[config.mk]
export PLATFORM = sky130hd
export DESIGN_NAME = alu_exec_ctrl
export DESIGN_NICKNAME = d
export VERILOG_FILES = /design/src/rtl/alu_exec_ctrl.sv
export SDC_FILE = /design/constraint.sdc
export NUM_CORES = 1
export LEC_CHECK = 0
export ABC_AREA = 1
export CORE_ASPECT_RATIO = 0.5
export CORE_MARGIN = 2
export CORE_UTILIZATION = 47
export DETAILED_ROUTE_END_ITERATION = 12
export PLACE_DENSITY = 0.86
export SLEW_MARGIN = 20
export SYNTH_ARGS = -nofsm -noshare
export SYNTH_HDL_FRONTEND = slang
export SYNTH_SLANG_ARGS = --single-unit
[constraint.sdc]
create_clock -name clk -period 3.7 [get_ports clk]
set_input_delay 0.925 -clock clk [delete_from_list [all_inputs] [get_ports clk]]
set_output_delay 0.925 -clock clk [all_outputs]
set_load 0.005 [all_outputs]
[src/rtl/alu_exec_ctrl.sv]
`default_nettype none
// ============================================================================
// Module   : alu_exec_ctrl
// Purpose  : Multi-cycle execute sequencer for the LC-3 ADD, AND and NOT ops.
// Revision : 1.0  initial release
// ============================================================================
module alu_exec_ctrl #(
   parameter int RF_LAT = 1,
   parameter int WIDTH  = 16
) (
   input  logic             clk,
   input  logic             rst_n,
   input  logic             issue_valid,
   output logic             issue_ready,
   input  logic [15:0]      ir,
   output logic [2:0]       rf_raddr1,
   output logic [2:0]       rf_raddr2,
   input  logic [WIDTH-1:0] rf_rdata1,
   input  logic [WIDTH-1:0] rf_rdata2,
   output logic [3:0]       alu_op,
   output logic [WIDTH-1:0] alu_a,
   output logic [WIDTH-1:0] alu_b,
   input  logic [WIDTH-1:0] alu_out,
   output logic             rf_we,
   output logic [2:0]       rf_waddr,
   output logic [WIDTH-1:0] rf_wdata,
   output logic [2:0]       nzp,
   output logic             done,
   output logic             illegal
);

   localparam logic [2:0] c_ST_IDLE = 3'd0;
   localparam logic [2:0] c_ST_READ = 3'd1;
   localparam logic [2:0] c_ST_EXEC = 3'd2;
   localparam logic [2:0] c_ST_WB   = 3'd3;
   localparam logic [2:0] c_ST_ERR  = 3'd4;

   localparam logic [3:0] c_OP_ADD  = 4'b0001;
   localparam logic [3:0] c_OP_AND  = 4'b0101;
   localparam logic [3:0] c_OP_NOT  = 4'b1001;

   localparam logic [2:0] c_RD_LAST = 3'(RF_LAT - 1);
   localparam logic [2:0] c_NZP_RST = 3'b010;

   logic [2:0]       r_state;
   logic [2:0]       w_state_nxt;
   logic [2:0]       r_rd_cnt;
   logic [3:0]       r_op;
   logic             r_imm_sel;
   logic [4:0]       r_imm5;

   logic             w_handshake;
   logic             w_legal;
   logic             w_rd_last;
   logic [WIDTH-1:0] w_imm_sext;
   logic [WIDTH-1:0] w_opnd_b;
   logic [2:0]       w_nzp_res;

   assign issue_ready = (r_state == c_ST_IDLE);
   assign w_handshake = issue_valid && issue_ready;
   assign w_rd_last   = (r_state == c_ST_READ) && (r_rd_cnt == c_RD_LAST);

   // NOT is only a valid encoding with its low six bits all ones
   assign w_legal = (ir[15:12] == c_OP_ADD) ||
                    (ir[15:12] == c_OP_AND) ||
                    ((ir[15:12] == c_OP_NOT) && (ir[5:0] == 6'b111111));

   assign w_imm_sext = {{(WIDTH-5){r_imm5[4]}}, r_imm5};

   always_comb begin
      w_opnd_b = rf_rdata2;
      if (r_op == c_OP_NOT) begin
         w_opnd_b = '0;
      end else if (r_imm_sel) begin
         w_opnd_b = w_imm_sext;
      end
   end

   always_comb begin
      w_nzp_res = 3'b001;
      if (rf_wdata[WIDTH-1]) begin
         w_nzp_res = 3'b100;
      end else if (rf_wdata == '0) begin
         w_nzp_res = 3'b010;
      end
   end

   always_comb begin
      w_state_nxt = r_state;
      case (r_state)
         c_ST_IDLE: if (w_handshake) w_state_nxt = w_legal ? c_ST_READ : c_ST_ERR;
         c_ST_READ: if (w_rd_last)   w_state_nxt = c_ST_EXEC;
         c_ST_EXEC: w_state_nxt = c_ST_WB;
         c_ST_WB:   w_state_nxt = c_ST_IDLE;
         c_ST_ERR:  w_state_nxt = c_ST_IDLE;
         default:   w_state_nxt = c_ST_IDLE;
      endcase
   end

   always_ff @(posedge clk or negedge rst_n) begin
      if (!rst_n) begin
         r_state  <= c_ST_IDLE;
         r_rd_cnt <= '0;
      end else begin
         r_state <= w_state_nxt;
         if (r_state == c_ST_READ) begin
            r_rd_cnt <= r_rd_cnt + 3'd1;
         end else begin
            r_rd_cnt <= '0;
         end
      end
   end

   // Source addresses and destination are taken straight from the accepted word
   always_ff @(posedge clk or negedge rst_n) begin
      if (!rst_n) begin
         r_op      <= '0;
         r_imm_sel <= 1'b0;
         r_imm5    <= '0;
         rf_raddr1 <= '0;
         rf_raddr2 <= '0;
         rf_waddr  <= '0;
      end else if (w_handshake) begin
         r_op      <= ir[15:12];
         r_imm_sel <= ir[5];
         r_imm5    <= ir[4:0];
         rf_raddr1 <= ir[8:6];
         rf_raddr2 <= ir[2:0];
         rf_waddr  <= ir[11:9];
      end
   end

   // Operands are loaded on the last READ edge so the ALU sees them for all of EXEC
   always_ff @(posedge clk or negedge rst_n) begin
      if (!rst_n) begin
         alu_op   <= '0;
         alu_a    <= '0;
         alu_b    <= '0;
         rf_wdata <= '0;
      end else begin
         if (w_rd_last) begin
            alu_op <= r_op;
            alu_a  <= rf_rdata1;
            alu_b  <= w_opnd_b;
         end
         if (r_state == c_ST_EXEC) begin
            rf_wdata <= alu_out;
         end
      end
   end

   always_ff @(posedge clk or negedge rst_n) begin
      if (!rst_n) begin
         rf_we   <= 1'b0;
         done    <= 1'b0;
         illegal <= 1'b0;
         nzp     <= c_NZP_RST;
      end else begin
         rf_we   <= (r_state == c_ST_EXEC);
         done    <= (r_state == c_ST_EXEC);
         illegal <= w_handshake && !w_legal;
         if (r_state == c_ST_WB) begin
            nzp <= w_nzp_res;
         end
      end
   end

endmodule
`default_nettype wire

==> summary.md, run 1 <==
| Metric | Value |
|---|---|
| Postcts setup bufs | 0 |
| Met3 Resource Use GR | 7.20% |
| Initial core utilization | 49.9% |
| Asr flop ratio synth | 100% |
| Number of diodes | 0 |
| Synthesized net count | about 470 |
| DR WL/cell | 13.0 µm |
| Total Nets Final | 591 |
| Worst setup margin | ~1.1 ns |
| First-pass GRT wire length | 13.4 mm |
| Via Count | 2919 |
| Max-cap violations | 0 |
| Root Buffer | clkbuf_16 |
| Placed cells | about 600 |
| Fin area | 5040 µm² |
| Final setup viols | 0 |
| Pre-CTS setup slack | 1.46 ns |
| Unrepaired setup endpoints after global routing | no |
| Core area | slightly below 7000 µm² |
| Number of DRC markers in iteration 0 | around 190 |
| Largest net degree at the start of global routing | 80 |
| Htree depth | 3 |
| Bufs on Longest Clock Path | 2 |
| # DRC | 0 |
| Pins Over Slew Limit | 0 |
| Die Wd | 125 µm |
| Syn. warnings | 0 |
| Final std cells w/o fill | 619 |
| Cell Area, Placed | 4730 µm² |
| Vias in the first global route | around 2800 |
| Largest area contributor in the netlist | dfrtp_1 |
| Top_reg_cell synth | dfrtp_1 |
| Headroom to the max-slew limit | 35.4% |
| Post-synth EDFFs | 0 |
| Fin util | 73.6% |
| Gr ovfl total | 0 |
| CTS tree | yes |
| Top-count cell post-synth | nand2_1 |
| Post-synth top cells | nand2_1, dfrtp_1, inv_1 |
| Period utilization | 69.9% |
| Sink Count | 79 |
| Fraction of layout cells with a size suffix above 1 | 5.31% |
| Yosys reg bits | 79 |
| Antenna viol nets, final | 0 |
| Pre-antenna DRT Iters | 4 |
| Antenna violations before repair | 0 |
| Post-Synthesis Cells | 398 |
| Outcome | complete, no violations |
| Final GP Congestion | 0.762 |
| Final Hold Violating Endpoints | 0 |
| Total track usage | 21.1% |
| Dpl hpwl | about 5.8 mm |
| Via-to-Cell Ratio | 4.72 |
| Die height | 64.3 µm |
| Fill cell count | 512 |
| Met2 Resource Use GR | a little over a third |
| Synth top area cells | dfrtp_1, nand2_1, inv_1 |
| Post-route setup TNS | 0 ns |
| Layout Area Growth over Synthesis | 47.4% |
| Synth unique cells | 22 |
| CP Max Fanout | 10 |
| Crit end category | output pin |
| I/O Buffers | around 130 |
| Worst endpoint required time | 2.77 ns |
| Row Count | 21 |
| Crit Path Class | register to output pin |
| Fmax achieved | 387 MHz |
| Actual slew at the worst max-slew pin | 0.969 ns |
| Leakage | 2.44 nW |
| Die footprint | about 8000 µm² |
| Num CTS Buffers | 9 |
| Worst Setup Start Kind | register |
| Most Crowded Layer GR | met2 |
| Clock Skews | 0.00564 ns |
| Arr. time, crit path | 1.66 ns |
| Power Density | 703 nW/µm² |
| CTS clk-pin slew, worst paths | 0.05 ns |
| IO Count | between 100 and 150 |
| Syn Std Cell Area | about 3400 µm² |
| WL final | 8.05 mm |
| Area share of the largest cell type after synthesis | between 50 and 60% |
| Cts hold-fix bufs | 0 |
| Clk Latency, worst-skew pair | about 0.33 ns |
| Resize count post-CTS | 0 |
| Register area share after synthesis | 57.8% |
| Peak supply drop | ~0.40 mV |
| Minimum clock period | 2.59 ns |
| Met1 GRT Util | approximately a quarter |
| Hold Path Class | register to register |
| Syn Area/Cell | 8.60 µm² |
## cell type report
| type | instances | area [µm²] | share of cell area, % |
|---|---|---|---|
| Timing Repair Buffer | 135 | 1350 | 26.7 |
| Clock buffer | 15 | 308 | 6.10 |
| Inverter | 50 | 188 | 3.72 |
| Sequential cell | 79 | 1980 | 39.2 |
| Multi-Input combinational cell | 247 | 1100 | 21.9 |
| Tap cell | 92 | 115 | 2.28 |
| Clock inverter | 1 | 7.51 | 0.149 |
## worst paths after layout
kind	startpoint	end	slack [ns]	depth (start not counted)
max in group asynchronous	rst_n	alu_a[13]	2.33	1
worst min-delay path	rf_raddr1[0]	rf_raddr1[0]	0.47	2
worst max register to register	r_rd_cnt[0]	alu_a[2]	1.84	8
worst max-delay path	r_state[0]	issue_ready	1.11	4
worst min register to register	rf_raddr1[0]	rf_raddr1[0]	0.47	2
min in group asynchronous	rst_n	rf_wdata[8]	0.75	1
## logic make-up (layout without fill, tap and decap cells)
| family | count (synthesis) | after routing | synth area share [%] |
|---|---|---|---|
| xor+xnor | 1 | 1 | 0.256 |
| buf+inv | 72 | 201 | 10.1 |
| compound gates | 64 | 64 | 10.2 |
| flops | 79 | 79 | 57.8 |
| fa+ha+maj | 2 | 2 | 0.731 |
| simple gates | 180 | 180 | 20.9 |
## flip-flops by register name, indices dropped and copies added, names as in the netlist
register   count
rf_waddr       3
r_imm5         3
rf_raddr2      2
done           1
r_state        3
r_op           4
nzp            3
alu_a         16
illegal        1
alu_b         16
alu_op         4
r_imm_sel      1
r_rd_cnt       3
rf_raddr1      3
rf_wdata      16
## critical path, cell delays in order (launching register included)
cell             delay, ns
dfrtp_1               0.39
nor2_1                0.15
nand2_1               0.09
inv_2                 0.16
clkdlybuf4s50_1       0.53
## metrics by stage
stage	total power, mW	hold WS [ns]
after floorplan	1.88	0.431
after global placement	2.62	0.447
after detailed placement	2.67	0.461
after CTS	3.58	0.472
after global routing	3.78	0.493
final	3.55	0.470
## power by group
part / internal (mW) / switching [mW]
registers: 1.19 / 0.196
logic: 0.757 / 0.513
clock network: 0.564 / 0.322
total: 2.52 / 1.03
## metal layers
layer  wire (µm)  vias to the layer above  share of wire [%]
li1            -                     1478                  -
met5           0                        -                  0
met3         327                       16                4.1
met4         143                        0                1.8
met2        4100                       55                 51
met1        3480                     1370                 43
## layout by cell type, fill, tap and decap left out
cell	instances
nor2_1	21
inv_2	2
o211ai_1	5
buf_4	2
nand4_1	4
inv_1	48
clkdlybuf4s50_1	133
xnor2_1	1
dfrtp_1	78
nand2_2	1
nand2_1	139
a21oi_1	8
ha_1	2
clkinvlp_4	1
clkbuf_16	9
o21ai_2	4
nand2_4	1
nand3_1	13
clkbuf_8	6
nor3_2	1
dfstp_2	1
o21ai_0	28
o21bai_1	1
o21ai_1	18
No activity file was read; power rests on OpenSTA's default activity.
==> run 2: changes to the inputs <==
- CORE_UTILIZATION: 47 -> 44
- PLACE_DENSITY: 0.86 -> 0.81
- clock period: 3.7 -> 2.4 ns (I/O delays scaled with it)
==> summary.md, run 2 (synthesized netlist as in run 1, its figures left out) <==
| Metric | Value |
|---|---|
| Outcome | complete, no violations |
| Die footprint | 8540 µm² (+6.5%) |
| Power Density | 1100 nW/µm² (+56%) |
| Via Count | 2958 (+1.3%) |
| Worst endpoint required time | 1.80 ns (-0.97 ns) |
| Leading cell types in the layout, fill and taps excluded | nand2_1, clkdlybuf4s50_1, dfrtp_1 |
| Dpl hpwl | 5.84 mm (+0.77%) |
| Final setup viols | 0 (unchanged) |
| Minimum clock period | roughly 2.2 ns |
| Final Hold Violating Endpoints | 0 (unchanged) |
| Leakage | 2.47 nW (+1.3%) |
| Sink Count | 79 (unchanged) |
| # DRC | 0 (unchanged) |
| Buf+Inv Stages, Crit Path | 2 (unchanged) |
| CTS tree | yes |
| Pins Over Slew Limit | 0 (unchanged) |
| Arr. time, crit path | 1.65 ns (about the same) |
| Total Nets Final | 595 (+0.68%) |
| CP Max Fanout | 10 (unchanged) |
| DR WL/cell | 13.4 µm (+2.7%) |
| Period utilization | 93.6% |
| Fin area | 5100 µm² (+1.1%) |
| Antenna viol nets, final | 0 (unchanged) |
| Fraction of layout cells with a size suffix above 1 | 5.65% (+0.34 points) |
| Via-to-Cell Ratio | 4.72 (about the same) |
| Cts hold-fix bufs | 0 (unchanged) |
| Crit end category | output pin |
| Area occupied by multi-input gates | 1100 µm² (unchanged) |
| Pre-antenna DRT Iters | 4 (unchanged) |
| FF/Latch Area | 1980 µm² (unchanged) |
| Most common cell after layout, fill and taps aside | nand2_1 |
| Worst Setup Start Kind | register |
| I/O Buffers | 134 (unchanged) |
| CTS clk-pin slew, worst paths | 0.06 ns (about the same) |
| Crit path max-delay family | buffers and inverters |
| Gr ovfl total | 0 (unchanged) |
| Final Power | 5.59 mW (+58%) |
| Fmax achieved | approximately 450 MHz |
| Row Count | 22 (+4.8%) |
| Total number of cells along the worst setup path | 4 (unchanged) |
| Die height | 66.4 µm (+3.1%) |
| First-pass GRT wire length | 13.9 mm (+3.6%) |
| Critical Path, Cell by Cell | nor2_1 > nand2_1 > inv_2 > clkdlybuf4s50_1 |
| Layout Area Growth over Synthesis | 49.1% |
| Number of DRC markers in iteration 0 | 198 (+5.9%) |
| WL final | 8.37 mm (+4.1%) |
| Num CTS Buffers | 9 (unchanged) |
| Clock Skews | 0.00642 ns (+0.000774 ns) |
| Peak supply drop | 0.603 mV (+52%) |
| Bufs on Longest Clock Path | 2 (unchanged) |
| Vias in the first global route | 2920 (+3.5%) |
| Unrepaired setup endpoints after global routing | no |
| Actual slew at the worst max-slew pin | 0.750 ns (-0.219 ns) |
| Postcts setup bufs | 0 (unchanged) |
| Fill cell count | 580 (+13%) |
| Cell Area, Placed | 4780 µm² (+1.0%) |
| Biggest regs | alu_a (16), alu_b (16), rf_wdata (16) |
| Max-cap violations | 0 (unchanged) |
| IO Count | 135 (unchanged) |
| Clk Latency, worst-skew pair | 0.34 ns (about the same) |
| Fin util | 68.7% (-4.9 points) |
| Initial core utilization | 46.0% (-3.9 points) |
| Htree depth | 3 (unchanged) |
| Antenna violations before repair | 0 (unchanged) |
| R2R depth | 8 (unchanged) |
| Crit Path Class | register to output pin |
| Root Buffer | clkbuf_16 |
| Post-route setup TNS | 0 ns (unchanged) |
| Largest net degree at the start of global routing | 34 (-57%) |
| Hold Path Class | input port to asynchronous set/reset pin |
| Die Wd | 129 µm (+3.2%) |
| Number of diodes | 0 (unchanged) |
| Total track usage | 21.2% (+0.12 points) |
| Final GP Congestion | 0.775 (+1.6%) |
| Critical path's slowest cell | clkdlybuf4s50_1 |
| CP max stage delay | 0.53 ns (about the same) |
| Headroom to the max-slew limit | 49.9% (+15 points) |
| Resize count post-CTS | 0 (unchanged) |
| Core area | 7430 µm² (+8.4%) |
run 2: worst register-to-register path, stage by stage, from the launching register on:
cell and delay (ns):
dfrtp_1 0.39, inv_1 0.06, ha_1 0.14, inv_1 0.05, nor2_1 0.10, nand2_2 0.34
inv_2 0.39, nand2_1 0.12, nand2_1 0.08
run 2: final cells by class:
| class | instances | area share, % |
|---|---|---|
| flip-flops and latches | 79 | 38.8 |
| multi-input cells | 247 | 21.6 |
| repair buffers | 139 | 27.2 |
| well taps | 96 | 2.35 |
| clock inverters | 3 | 1.28 |
| clock buffers | 13 | 5.10 |
| inverters | 50 | 3.68 |
run 2: metrics by stage:
step | worst slack [ns] | cells | hold slack [ns]
finish | 0.155 | 627 | 0.193
global route | 0.0251 | 627 | 0.211
floorplan | 1.09 | 398 | 0.304
global placement | 0.538 | 611 | 0.446
CTS | 0.142 | 627 | 0.194
detailed placement | 0.492 | 611 | 0.458
run 2: metal layers:
layer  part of all wire (%)  track usage, %  vias to the layer above
li1                       -               -                     1482
met1                     45            25.5                     1397
met2                     49            36.5                       58
met3                    3.5            5.74                       21
met4                    2.2            8.97                        0
met5                      0               0                        -
run 2: path summary, 6_finish.rpt:
check,start,endpoint,slack [ns]
max in group asynchronous,rst_n,alu_a[12],1.58
min in group clk,r_rd_cnt[0],r_rd_cnt[0],0.46
hold / removal,rst_n,rf_wdata[0],0.19
setup / recovery,r_state[0],issue_ready,0.15
hold reg to reg,r_rd_cnt[0],r_rd_cnt[0],0.46
setup reg to reg,r_rd_cnt[0],alu_a[2],0.67
run 2: power by group:
part / total (mW) / internal [mW] / switching (mW)
Clock: 1.48 / 0.966 / 0.509
Sequential: 2.13 / 1.84 / 0.287
Combinational: 1.99 / 1.18 / 0.810
